File: config.mk
export PLATFORM = sky130hd
export DESIGN_NAME = acc_sample_conditioner
export DESIGN_NICKNAME = d
export VERILOG_FILES = /design/src/rtl/acc_cond_pkg.sv /design/src/rtl/acc_mavg.sv /design/src/rtl/acc_sample_conditioner.sv
export SDC_FILE = /design/constraint.sdc
export NUM_CORES = 1
export LEC_CHECK = 0
export ABC_AREA = 1
export CAP_MARGIN = 20
export CORE_UTILIZATION = 60
export CTS_CLUSTER_DIAMETER = 40
export CTS_CLUSTER_SIZE = 20
export DETAILED_ROUTE_END_ITERATION = 7
export HOLD_SLACK_MARGIN = 0.03
export PLACE_DENSITY = 0.78
export SLEW_MARGIN = 15
export SYNTH_ARGS = -nofsm -noshare
export SYNTH_HDL_FRONTEND = slang
export SYNTH_SLANG_ARGS = --single-unit
File: constraint.sdc
create_clock -name clk -period 4.5 [get_ports clk]
set_clock_uncertainty 0.05 [all_clocks]
set_input_delay 0.675 -clock clk [delete_from_list [all_inputs] [get_ports clk]]
set_output_delay 0.675 -clock clk [all_outputs]
set_load 0.01 [all_outputs]
File: src/rtl/acc_cond_pkg.sv
// Shared types, widths and helpers for the accelerometer sample conditioner.
package acc_cond_pkg;

    typedef enum logic {
        CALIB = 1'b0,
        RUN   = 1'b1
    } state_t;

    localparam int unsigned ACC_W           = 16;
    localparam int unsigned SAT_W           = 18;
    localparam int          GRAVITY_LSB_DEF = 1000;
    localparam int unsigned TICK_DIV_DEF    = 50000;

    // Clamp an 18-bit signed intermediate into the 16-bit signed sample range.
    function automatic logic signed [ACC_W-1:0] sat16(input logic signed [SAT_W-1:0] v);
        logic signed [ACC_W-1:0] r;
        if (v > 18'sd32767) begin
            r = 16'sh7FFF;
        end else if (v < -18'sd32768) begin
            r = 16'sh8000;
        end else begin
            r = v[ACC_W-1:0];
        end
        return r;
    endfunction

endpackage

File: src/rtl/acc_mavg.sv
// Power-of-two moving average: circular window, running sum and fill tracking.
module acc_mavg
    import acc_cond_pkg::*;
#(
    parameter int unsigned AVG_SHIFT = 2
) (
    input  logic                           clk,
    input  logic                           rst,
    input  logic                           clear,
    input  logic                           in_valid,
    input  logic signed [ACC_W-1:0]        in_data,
    output logic signed [ACC_W+AVG_SHIFT-1:0] sum,
    output logic                           sum_valid,
    output logic                           full
);

    localparam int unsigned DEPTH  = 2 ** AVG_SHIFT;
    localparam int unsigned SUM_W  = ACC_W + AVG_SHIFT;
    localparam int unsigned FILL_W = AVG_SHIFT + 1;

    logic signed [ACC_W-1:0] win [DEPTH];
    logic [AVG_SHIFT-1:0]    wptr;
    logic [FILL_W-1:0]       fill;
    logic signed [ACC_W-1:0] oldest_c;
    logic signed [SUM_W-1:0] sum_next_c;
    logic                    last_fill_c;

    // Oldest entry leaves the sum only once the window has wrapped.
    always_comb begin
        oldest_c    = full ? win[wptr] : '0;
        sum_next_c  = sum + SUM_W'(in_data) - SUM_W'(oldest_c);
        last_fill_c = (fill == FILL_W'(DEPTH - 1));
    end

    // Window write, sum update and fill saturation; sum_valid marks a full-window result.
    always_ff @(posedge clk) begin
        if (rst || clear) begin
            for (int i = 0; i < DEPTH; i++) begin
                win[i] <= '0;
            end
            wptr      <= '0;
            fill      <= '0;
            full      <= 1'b0;
            sum       <= '0;
            sum_valid <= 1'b0;
        end else begin
            sum_valid <= 1'b0;
            if (in_valid) begin
                win[wptr] <= in_data;
                wptr      <= wptr + AVG_SHIFT'(1);
                sum       <= sum_next_c;
                if (!full) begin
                    fill <= fill + FILL_W'(1);
                    full <= last_fill_c;
                end
                sum_valid <= full || last_fill_c;
            end
        end
    end

endmodule

File: src/rtl/acc_sample_conditioner.sv
// Accelerometer conditioner: power-up bias calibration, moving average,
// offset removal with saturation and dt timestamping for the integrator.
// Optional macro ACC_COND_DEADBAND_EN snaps near-rest outputs to GRAVITY_LSB.
module acc_sample_conditioner
    import acc_cond_pkg::*;
#(
    parameter int unsigned CAL_SHIFT   = 4,
    parameter int unsigned AVG_SHIFT   = 2,
    parameter int          GRAVITY_LSB = GRAVITY_LSB_DEF,
    parameter int unsigned TICK_DIV    = TICK_DIV_DEF,
    parameter int unsigned DEADBAND    = 8
) (
    input  logic        clk,
    input  logic        rst,
    input  logic [15:0] sample_in,
    input  logic        sample_valid,
    input  logic        calib_start,
    output logic [15:0] acc_out,
    output logic [15:0] dt,
    output logic        out_valid,
    output logic [15:0] offset,
    output logic        calib_done
);

    localparam int unsigned CAL_W = ACC_W + CAL_SHIFT;
    localparam int unsigned SUM_W = ACC_W + AVG_SHIFT;
    localparam int unsigned CAL_N = 2 ** CAL_SHIFT;
    localparam int unsigned CNT_W = CAL_SHIFT + 1;
    localparam int unsigned PRE_W = (TICK_DIV > 1) ? $clog2(TICK_DIV) : 1;
    localparam int unsigned DT_W  = 16;

    state_t                  state;
    logic signed [CAL_W-1:0] cal_acc;
    logic [CNT_W-1:0]        cal_cnt;
    logic [PRE_W-1:0]        prescale;
    logic [DT_W-1:0]         tick_cnt;

    logic signed [ACC_W-1:0] sample_s_c;
    logic signed [CAL_W-1:0] cal_sum_c;
    logic signed [ACC_W-1:0] cal_mean_c;
    logic signed [ACC_W-1:0] cal_off_c;
    logic                    cal_end_c;
    logic                    mavg_in_c;
    logic signed [SUM_W-1:0] mavg_sum;
    logic                    mavg_valid;
    logic                    mavg_full;
    logic signed [ACC_W-1:0] avg_c;
    logic signed [SAT_W-1:0] diff_c;
    logic signed [ACC_W-1:0] acc_sat_c;
    logic signed [ACC_W-1:0] acc_final_c;
    logic                    st2_fire_c;
    logic                    pre_wrap_c;

    // Calibration arithmetic, sample routing and stage-2 correction.
    always_comb begin
        sample_s_c = $signed(sample_in);
        cal_sum_c  = cal_acc + CAL_W'(sample_s_c);
        cal_mean_c = ACC_W'(cal_sum_c >>> CAL_SHIFT);
        cal_off_c  = sat16(SAT_W'(cal_mean_c) - SAT_W'(GRAVITY_LSB));
        cal_end_c  = !calib_start && (state == CALIB) && sample_valid
                     && (cal_cnt == CNT_W'(CAL_N - 1));
        mavg_in_c  = !calib_start && (state == RUN) && sample_valid;
        avg_c      = ACC_W'(mavg_sum >>> AVG_SHIFT);
        diff_c     = SAT_W'(avg_c) - SAT_W'($signed(offset));
        acc_sat_c  = sat16(diff_c);
        st2_fire_c = mavg_valid && mavg_full && (state == RUN) && !calib_start;
        pre_wrap_c = (prescale == PRE_W'(TICK_DIV - 1));
    end

`ifdef ACC_COND_DEADBAND_EN
    localparam logic signed [16:0] DB_S = 17'(DEADBAND);
    logic signed [16:0] dev_c;

    // Snap results within the dead-band around rest to exactly GRAVITY_LSB.
    always_comb begin
        dev_c = 17'(acc_sat_c) - 17'(GRAVITY_LSB);
        if ((dev_c <= DB_S) && (dev_c >= -DB_S)) begin
            acc_final_c = ACC_W'(GRAVITY_LSB);
        end else begin
            acc_final_c = acc_sat_c;
        end
    end
`else
    logic [31:0] unused_deadband_c;

    // Dead-band disabled: the saturated value passes straight through.
    always_comb begin
        unused_deadband_c = 32'(DEADBAND);
        acc_final_c       = acc_sat_c;
    end
`endif

    acc_mavg #(
        .AVG_SHIFT (AVG_SHIFT)
    ) u_mavg (
        .clk       (clk),
        .rst       (rst),
        .clear     (cal_end_c),
        .in_valid  (mavg_in_c),
        .in_data   (sample_s_c),
        .sum       (mavg_sum),
        .sum_valid (mavg_valid),
        .full      (mavg_full)
    );

    // Calibration FSM and registered output stage; calib_start overrides everything.
    always_ff @(posedge clk) begin
        if (rst) begin
            state      <= CALIB;
            cal_acc    <= '0;
            cal_cnt    <= '0;
            offset     <= '0;
            calib_done <= 1'b0;
            acc_out    <= '0;
            dt         <= '0;
            out_valid  <= 1'b0;
        end else begin
            out_valid <= st2_fire_c;
            if (st2_fire_c) begin
                acc_out <= acc_final_c;
                dt      <= tick_cnt;
            end
            if (calib_start) begin
                state      <= CALIB;
                cal_acc    <= '0;
                cal_cnt    <= '0;
                calib_done <= 1'b0;
            end else if ((state == CALIB) && sample_valid) begin
                if (cal_end_c) begin
                    offset     <= cal_off_c;
                    state      <= RUN;
                    calib_done <= 1'b1;
                    cal_acc    <= '0;
                    cal_cnt    <= '0;
                end else begin
                    cal_acc <= cal_sum_c;
                    cal_cnt <= cal_cnt + CNT_W'(1);
                end
            end
        end
    end

    // dt timer: prescaled tick count, restarted by each strobe and at calibration end.
    always_ff @(posedge clk) begin
        if (rst || cal_end_c) begin
            prescale <= '0;
            tick_cnt <= '0;
        end else begin
            prescale <= pre_wrap_c ? '0 : prescale + PRE_W'(1);
            if (st2_fire_c) begin
                tick_cnt <= pre_wrap_c ? DT_W'(1) : '0;
            end else if (pre_wrap_c && (tick_cnt != '1)) begin
                tick_cnt <= tick_cnt + DT_W'(1);
            end
        end
    end

endmodule

==> flow_summary.ini, run 1 <==
[drt]
drcViolationCount = 0
drtIter0Drc = 830
dr.pass1.iters = 5
viasPerCell = 5.42
num_vias = 10300
ant_nets = 0
routed_wl_um = 28800
wl_per_cell_um = 15.2

[sta]
report.final.setup_viol = 0
finalWorstPathRequiredPeriod_ns = 3.64
fin_tns_setup_ns = 0
slew_viol_final = 0
worst_pin_slew_ns = 0.908
max_freq_ghz = 0.275
whs_ns = 0.400
slew_headroom_pct = 39.4
rsz0062_at_grt = false
final.period_utilization_pct = 80.9
final_hold_viol_count = 0

[final_layout]
n_antenna_cell = 0
drive_gt1_share_pct = 5.01
syn_to_final_growth_pct = 13.2
fin_area_um2 = 13100
nets = 1724
stdcell_count = 1896

[logic_synthesis]
synth.avg_cell_area_um2 = 7.40
synth_top_area_share_pct = 23.2
synth_top_flop_cell = dfxtp_1
syn-num-nets = 1664
synth_cells = 1563
synthMostInstantiatedCell = nand2_1
synthDistinctLibCells = 47
synth_area_leaders = dfxtp_1, edfxtp_1, nand2_1, nor2_1, inv_1
yosysTopAreaCell = dfxtp_1
synth-edff-count = 64
ys_ff_latch = 198
synth_commonest_cells = nand2_1, nor2_1, inv_1, a21oi_1, dfxtp_1
synth-async-reset-ratio_pct = 0
ys_seq_area_share_pct = 39.8
ys.warnings.count = 0
syn_area_um2 = 11600

[clocking]
cts_setup_buffers = 0
path_clk_slew_ns = 0.07
tritoncts = yes
cts_buffers = 17
ctsResizeCount = 0
cts_max_level = 4
clock_path_buffers = 2
clock_latency_ns = 0.44
clock-root-buffer = clkbuf_16
cts.sinks = 198
cts_hold_buf = 0

[grt]
grt_pass1_vias = 9620
grt_max_degree = 46
antenna_found_initial = 0
grt_overflow_total = 0
grt_pass1_wl_um = 47300
gr-usage-all-layers_pct = 30.5

[placed_design]
place_inst = 1864
place.gp.congestion = 0.948
port_buffers = 69
dpl-instance-area_um2 = 12500
place_hpwl_um = 21000

[setup_path]
regToRegSetupSlack_ns = 0.90
timing.rr.end = u_mavg.sum[12]
path_class = in2reg
cp-start-kind = input port
crit_arrival_ns = 3.93
worst-path-max-fanout = 10
crit_path_end_kind = flip-flop
cp.required_ns = 4.79
r2r_cells = 19

[floorplan]
die_w_um = 141
placementRows = 50
design.die.area_um2 = 19800
die_h_um = 141
initial_utilization_pct = 61.4
core_area_um2 = 18800
io_pins = 70

[pwr]
p_sw_mw = 1.02
p_leak_nw = 5.82
p_int_mw = 2.81
p_sw_share_pct = 26.6
vdd_ir_drop_max_uv = 301
seq_power_share_pct = 49.1
p_per_area_nw_per_um2 = 292
clockPowerShare_pct = 39.5
comb_power_share_pct = 11.5
finalPower_mw = 3.83

[status]
status = complete, no violations

[min_path]
hold_end = prescale[0]
hold_path.startpoint = prescale[0]
worstHoldPathCells = 1
hp-class = reg2reg

[run]
cap_violations = 0
## routing by layer
layer  track usage, %  wire length (um)  part of all wire (%)
met3             4.04              1980                   6.9
met4             12.5               854                   3.0
met5                0                 0                     0
met1             41.8             12900                    45
met2             48.9             13000                    45
## worst max path at each step
stage	from	end	slack, ns	cells after the start
after CTS	sample_in[0]	offset[6]	0.89	20
after global routing	sample_in[0]	offset[12]	0.51	20
after detailed placement	sample_in[0]	offset[6]	0.43	20
after global placement	sample_in[0]	offset[14]	0.55	20
final	sample_in[0]	offset[6]	0.86	20
after floorplan	sample_valid	u_mavg.win[3][0]	1.20	10
## power groups by stage
stage / combinational (mW) / clock [mW] / sequential (mW)
after floorplan: 0.314 / 0 / 1.92
after global placement: 0.424 / 0 / 1.92
after detailed placement: 0.429 / 0 / 1.92
after CTS: 0.434 / 1.53 / 1.88
after global routing: 0.495 / 1.59 / 1.88
final: 0.439 / 1.51 / 1.88
## placed cells by master, fill, tap and decap left out, types with 19 or more instances in the layout
master | Yosys | layout
a21oi_1 | 135 | 135
clkdlybuf4s50_1 | 0 | 69
dfxtp_1 | 134 | 134
edfxtp_1 | 64 | 64
fa_1 | 19 | 19
ha_1 | 62 | 62
inv_1 | 229 | 229
nand2_1 | 286 | 286
nand3_1 | 47 | 47
nor2_1 | 249 | 249
nor3_1 | 38 | 37
o21ai_0 | 115 | 114
xor2_1 | 23 | 23
## cell type report
type | instances | area (um2)
flip-flops and latches | 198 | 4600
clock inverters | 13 | 135
inverters | 233 | 875
multi-input cells | 1088 | 5900
well taps | 260 | 325
clock buffers | 19 | 443
fillers | 1584 | 5740
repair buffers | 85 | 811
## cell families after synthesis
kind of cell               Yosys count  synth area share (%)
DFF                                198                  39.8
and+or+nand+nor                    683                  25.0
adders and majority gates           81                  9.99
xor gates and xnor gates            37                  2.80
buffers and inverters              277                  9.25
AOI/OAI and AO/OA                  287                  13.1
## registers in the layout, summed over array words and instances, names as in the netlist, named ones only
register,flops
tick_cnt,16
u_mavg.sum_valid,1
u_mavg.wptr,2
cal_cnt,5
state,1
u_mavg.full,1
acc_out,16
u_mavg.fill,3
out_valid,1
u_mavg.win,64
dt,16
u_mavg.sum,18
cal_acc,20
offset,16
prescale,16
## per-stage QoR
step / utilization, % / setup WS, ns
global placement: 66.5 / 0.546
CTS: 69.5 / 0.886
finish: 69.5 / 0.860
floorplan: - / 1.20
detailed placement: 66.5 / 0.434
global route: 69.5 / 0.509
## critical path: stages
cell,delay [ns]
clkdlybuf4s50_1,0.55
ha_1,0.25
inv_1,0.07
fa_1,0.40
inv_1,0.11
nand3_1,0.09
nand2_2,0.10
nand2_1,0.08
nand3b_1,0.11
nand2_1,0.10
ha_1,0.22
inv_1,0.07
nand2_1,0.09
nor2_4,0.12
nand3_2,0.13
nand3_1,0.12
or2_1,0.38
nand3_1,0.13
nand2_1,0.07
inv_1,0.03
No activity file was read; power rests on OpenSTA's default activity.
==> run 2: changes to the inputs <==
==> constraint.sdc (replaced) <==
create_clock -name clk -period 3.65 [get_ports clk]
set_clock_uncertainty 0.05 [all_clocks]
set_input_delay 0.5475 -clock clk [delete_from_list [all_inputs] [get_ports clk]]
set_output_delay 0.5475 -clock clk [all_outputs]
set_load 0.01 [all_outputs]
==> run 2 against run 1 <==
Net effect:
- sequential cell count is the same
- wire length grew 1.4%
- power grew 24%
- worst hold slack gained 0.0024 ns
- die area is the same
- first-iteration DRC count grew 0.84%
- non-clock buffer count grew 22
- worst setup slack lost 0.60 ns
- critical endpoint is now u_mavg.sum[16]
- highest routed layer unchanged
==> flow_summary.ini, run 2 (synthesis results as in run 1) <==
[status]
status = complete, no violations

[setup_path]
crit_path_end_kind = flip-flop
path_class = reg2reg
worst-path-max-fanout = 18
r2r_cells = 17
path_cells = clkinvlp_4 > clkbuf_4 > buf_4 > o21ai_0 > a21oi_1 > fa_1 > inv_1 > ha_1 > nand2_1 > o21ai_0 > a21oi_1 > nand2_1 > a21oi_1 > o21ai_0 > a21oi_1 > o21ai_0 > o21ai_0
crit_top_cell = o21ai_0
path_buf_inv = 4
cp.required_ns = 3.90
timing.rr.end = u_mavg.sum[16]
crit_arrival_ns = 3.64
cpPeakStageDelay_ns = 0.49
cp-start-kind = flip-flop
endpoint = u_mavg.sum[16]
path_depth = 17
crit_family = compound AO/OA/AOI/OAI gates
critical-path-slowest-cell = fa_1
regToRegSetupSlack_ns = 0.26

[clocking]
tritoncts = yes
cts_max_level = 4
clock_latency_ns = 0.44
clock_path_buffers = 2
cts.sinks = 198
cts_hold_buf = 0
clock-root-buffer = clkbuf_16
path_clk_slew_ns = 0.07
cts_buffers = 17

[grt]
antenna_found_initial = 0
grt_overflow_total = 0
grt_pass1_vias = 9704
grt_max_degree = 44
grt_pass1_wl_um = 47400
gr-usage-all-layers_pct = 30.3

[pwr]
vdd_ir_drop_max_uv = 327
p_per_area_nw_per_um2 = 357
finalPower_mw = 4.75
p_leak_nw = 5.92

[final_layout]
n_antenna_cell = 0
layout_commonest_cell = nand2_1
drive_gt1_share_pct = 6.52
fillers = 1567
mostFrequentLayoutCells = nand2_1, nor2_1, inv_1, dfxtp_1, a21oi_1
reg_top3 = u_mavg.win x64, cal_acc x20, u_mavg.sum x18
largest_reg_flops = 64
syn_to_final_growth_pct = 14.8
nets = 1746
final_util_pct = 70.5
largest-register = u_mavg.win

[floorplan]
die_w_um = 141
initial_utilization_pct = 61.4
core_area_um2 = 18800
placementRows = 50
io_pins = 70
die_h_um = 141
design.die.area_um2 = 19800

[sta]
slew_headroom_pct = 44.8
whs_ns = 0.402
setup_slack_ns = 0.259
max_freq_ghz = 0.295
slew_viol_final = 0
final_hold_viol_count = 0
finalWorstPathRequiredPeriod_ns = 3.39
report.final.setup_viol = 0
rsz0062_at_grt = true
final.period_utilization_pct = 92.9
worst_pin_slew_ns = 0.826

[drt]
num_vias = 10400
drcViolationCount = 0
routed_wl_um = 29200
dr.pass1.iters = 6
viasPerCell = 5.45
wl_per_cell_um = 15.2
ant_nets = 0
drtIter0Drc = 837

[min_path]
hp-class = reg2reg

[run]
cap_violations = 0

[placed_design]
place.gp.congestion = 0.940
place_ws_ns = -0.149
place_hpwl_um = 21300
port_buffers = 69
## run 2: stage by stage
step | std cells | area [um2] | setup TNS (ns)
5_1_grt | 1917 | 13300 | -0.0226
3_5_place_dp | 1883 | 12700 | -1.09
4_1_cts | 1914 | 13200 | 0
2_1_floorplan | 1563 | 11600 | 0
3_3_place_gp | 1883 | 12700 | -0.120
6_report | 1917 | 13300 | 0
## run 2: worst register-to-register path, stage by stage (launching register included)
cell	delay, ns
dfxtp_1	0.41
clkinvlp_4	0.11
clkbuf_4	0.18
buf_4	0.21
o21ai_0	0.20
a21oi_1	0.13
fa_1	0.49
inv_1	0.04
ha_1	0.39
nand2_1	0.11
o21ai_0	0.20
a21oi_1	0.09
nand2_1	0.13
a21oi_1	0.07
o21ai_0	0.20
a21oi_1	0.09
o21ai_0	0.07
o21ai_0	0.10
## run 2: timing repair
item                                    4_1_cts  5_1_grt
endpoints found under the setup margin        0        5
resized for setup                             0        9
setup buffers                                 0        3
## run 2: area by class of cell
| type | instances | area [um2] | area share, % |
|---|---|---|---|
| flip-flops and latches | 198 | 4600 | 34.7 |
| repair buffers | 107 | 980 | 7.37 |
| multi-input cells | 1088 | 5910 | 44.5 |
| clock buffers | 19 | 475 | 3.58 |
| well taps | 260 | 325 | 2.45 |
| clock inverters | 12 | 108 | 0.810 |
| inverters | 233 | 878 | 6.61 |
## run 2: worst min-delay path by stage
stage | from | endpoint | slack [ns] | cells past startpoint
global placement | prescale[0] | prescale[0] | 0.38 | 1
finish | prescale[0] | prescale[0] | 0.40 | 1
detailed placement | prescale[0] | prescale[0] | 0.40 | 1
CTS | prescale[0] | prescale[0] | 0.41 | 1
global route | prescale[0] | prescale[0] | 0.43 | 1
floorplan | prescale[0] | prescale[0] | 0.37 | 1
## run 2: metal layers
| metal | GRT usage [%] | wire length [um] | part of all wire [%] |
|---|---|---|---|
| met1 | 40.8 | 12900 | 44 |
| met2 | 50.6 | 13600 | 47 |
| met3 | 4.21 | 1970 | 6.8 |
| met4 | 9.78 | 731 | 2.5 |
| met5 | 0 | 0 | 0 |
## run 2: power by group
| group | leakage, nW | switching (mW) | total (mW) | internal, mW |
|---|---|---|---|---|
| Sequential | 1.74 | 0.0136 | 2.32 | 2.30 |
| Combinational | 3.89 | 0.368 | 0.559 | 0.191 |
| Clock | 0.284 | 0.873 | 1.87 | 0.996 |
| Total | 5.92 | 1.26 | 4.75 | 3.49 |
==> run 3: changes to the inputs <==
--- a/config.mk
+++ b/config.mk
@@ -7,6 +7,7 @@
 export LEC_CHECK = 0
 export ABC_AREA = 1
 export CAP_MARGIN = 20
+export CORE_MARGIN = 2
 export CORE_UTILIZATION = 60
 export CTS_CLUSTER_DIAMETER = 40
 export CTS_CLUSTER_SIZE = 20
==> run 3 against run 2 <==
Net effect:
- wire length is 1.0% lower
- register-to-register slack improved by 0.03 ns
- sequential cell count is the same
- critical path depth up 1
- highest routed layer unchanged
- first-iteration DRC count down 5.6%
- count of clock-buffer cells in the layout shrank 2
- die area increased by 2.9%
==> flow_summary.ini, run 3 (synthesis results as in run 1) <==
[placed_design]
place_ws_ns = -0.0312
place_hpwl_um = 21400
port_buffers = 69
dpl-instance-area_um2 = 12700
place.gp.congestion = 0.944
place_inst = 1884

[grt]
gr-max-usage-layer = met2
grt_overflow_total = 0
grt_util_met2_pct = 49.0
grt_use_met3_pct = 4.29
grt_pass1_wl_um = 46900
grtUsageMet1_pct = 39.2
antenna_found_initial = 0
gr-usage-all-layers_pct = 29.3
grt_pass1_vias = 9749
grt_max_degree = 44

[sta]
worst_pin_slew_ns = 0.805
report.final.setup_viol = 0
finalWorstPathRequiredPeriod_ns = 3.36
final_hold_viol_count = 0
whs_ns = 0.407
final.period_utilization_pct = 92.0
slew_headroom_pct = 46.2
rsz0062_at_grt = false
setup_slack_ns = 0.292
max_freq_ghz = 0.298
slew_viol_final = 0
fin_tns_setup_ns = 0

[final_layout]
largest-register = u_mavg.win
fillers = 1577
largest_reg_flops = 64
stdcell_count = 1916
layout_commonest_cell = nand2_1
seq_area_um2 = 4600
mostFrequentLayoutCells = nand2_1, nor2_1, inv_1, a21oi_1, dfxtp_1
fin_area_um2 = 13300
drive_gt1_share_pct = 6.22
nets = 1744
n_antenna_cell = 0
multi_input_area_um2 = 5900
final_util_pct = 70.4
syn_to_final_growth_pct = 14.6
reg_top3 = u_mavg.win x64, cal_acc x20, u_mavg.sum x18

[setup_path]
critical-path-slowest-cell = fa_1
cp.required_ns = 3.90
crit_path_end_kind = flip-flop
crit_top_cell = inv_1
cp-start-kind = flip-flop
path_class = reg2reg
cpPeakStageDelay_ns = 0.43
path_cells = inv_1 > o21ai_0 > a21oi_1 > ha_1 > inv_1 > ha_1 > inv_1 > fa_1 > inv_1 > a21oi_1 > inv_1 > nand3_1 > nand2_1 > a21oi_1 > o21ai_0 > a21oi_1 > o21ai_0 > o21ai_0
worst-path-max-fanout = 14
crit_arrival_ns = 3.61

[floorplan]
core_area_um2 = 18800
design.die.area_um2 = 20400
initial_utilization_pct = 61.4
io_pins = 70
placementRows = 50
die_h_um = 143
die_w_um = 143

[clocking]
cts.sinks = 198
clock_latency_ns = 0.43
cts_hold_buf = 0
path_clk_slew_ns = 0.08
cts_buffers = 17
clock-root-buffer = clkbuf_16
tritoncts = yes
cts_max_level = 4
clock_path_buffers = 2

[status]
status = complete, no violations

[drt]
dr.pass1.iters = 5
wl_per_cell_um = 15.1
routed_wl_um = 28900
drtIter0Drc = 790
viasPerCell = 5.41
num_vias = 10400
drcViolationCount = 0
ant_nets = 0

[pwr]
vdd_ir_drop_max_uv = 354
finalPower_mw = 4.74
p_leak_nw = 5.92
p_per_area_nw_per_um2 = 357

[min_path]
hp-class = reg2reg

[run]
cap_violations = 0
## run 3: cell count changes in the layout (fill, tap and decap cells not counted), moves of 2 or more
cell / before / now
a21oi_1: 132 / 135
a21oi_2: 4 / 1
buf_4: 36 / 34
clkbuf_16: 19 / 17
clkinv_4: 3 / 1
clkinvlp_4: 4 / 1
inv_6: 1 / 5
inv_8: 2 / 4
## run 3: path summary, 6_finish.rpt
| path | to | slack [ns] | start | cells past startpoint |
|---|---|---|---|---|
| worst max register to register | u_mavg.sum[16] | 0.29 | flip-flop | 18 |
| worst min-delay path | prescale[0] | 0.41 | prescale[0] | 1 |
| worst max-delay path | u_mavg.sum[16] | 0.29 | flip-flop | 18 |
| worst min register to register | prescale[0] | 0.41 | prescale[0] | 1 |
## run 3: where the power goes
group          internal, mW  leakage, nW  total, mW  switching [mW]
Sequential             2.30         1.74       2.32          0.0136
Combinational         0.189         3.89      0.553           0.364
Clock                 0.943        0.289       1.87           0.923
Total                  3.43         5.92       4.74            1.30
## run 3: area by class of cell
| cell class | count | area share (%) |
|---|---|---|
| multi-input combinational | 1088 | 44.5 |
| timing repair buffer | 105 | 7.37 |
| clock buffer | 17 | 3.21 |
| tap | 260 | 2.45 |
| inverter | 233 | 6.60 |
| sequential | 198 | 34.7 |
| clock inverter | 15 | 1.13 |
## run 3: what timing repair did
| item | 4_1_cts | 5_1_grt |
|---|---|---|
| buffers inserted | 0 | 0 |
| setup endpoints to repair | 0 | 2 |
| gates resized for setup | 0 | 3 |
## run 3: critical path: cells and delay by family (launching register included)
family / cells / cell delay (ns)
and+or+nand+nor: 2 / 0.21
DFF: 1 / 0.33
buffers and inverters: 5 / 0.63
AOI/OAI and AO/OA: 8 / 1.13
adders and majority gates: 3 / 0.89
## run 3: layer usage
metal	share of wire, %	routed length, um	vias to the layer above
met3	6.1	1770	56
met2	47	13500	320
met1	44	12800	4766
met4	2.7	784	0
li1	-	-	5216
met5	0	0	-
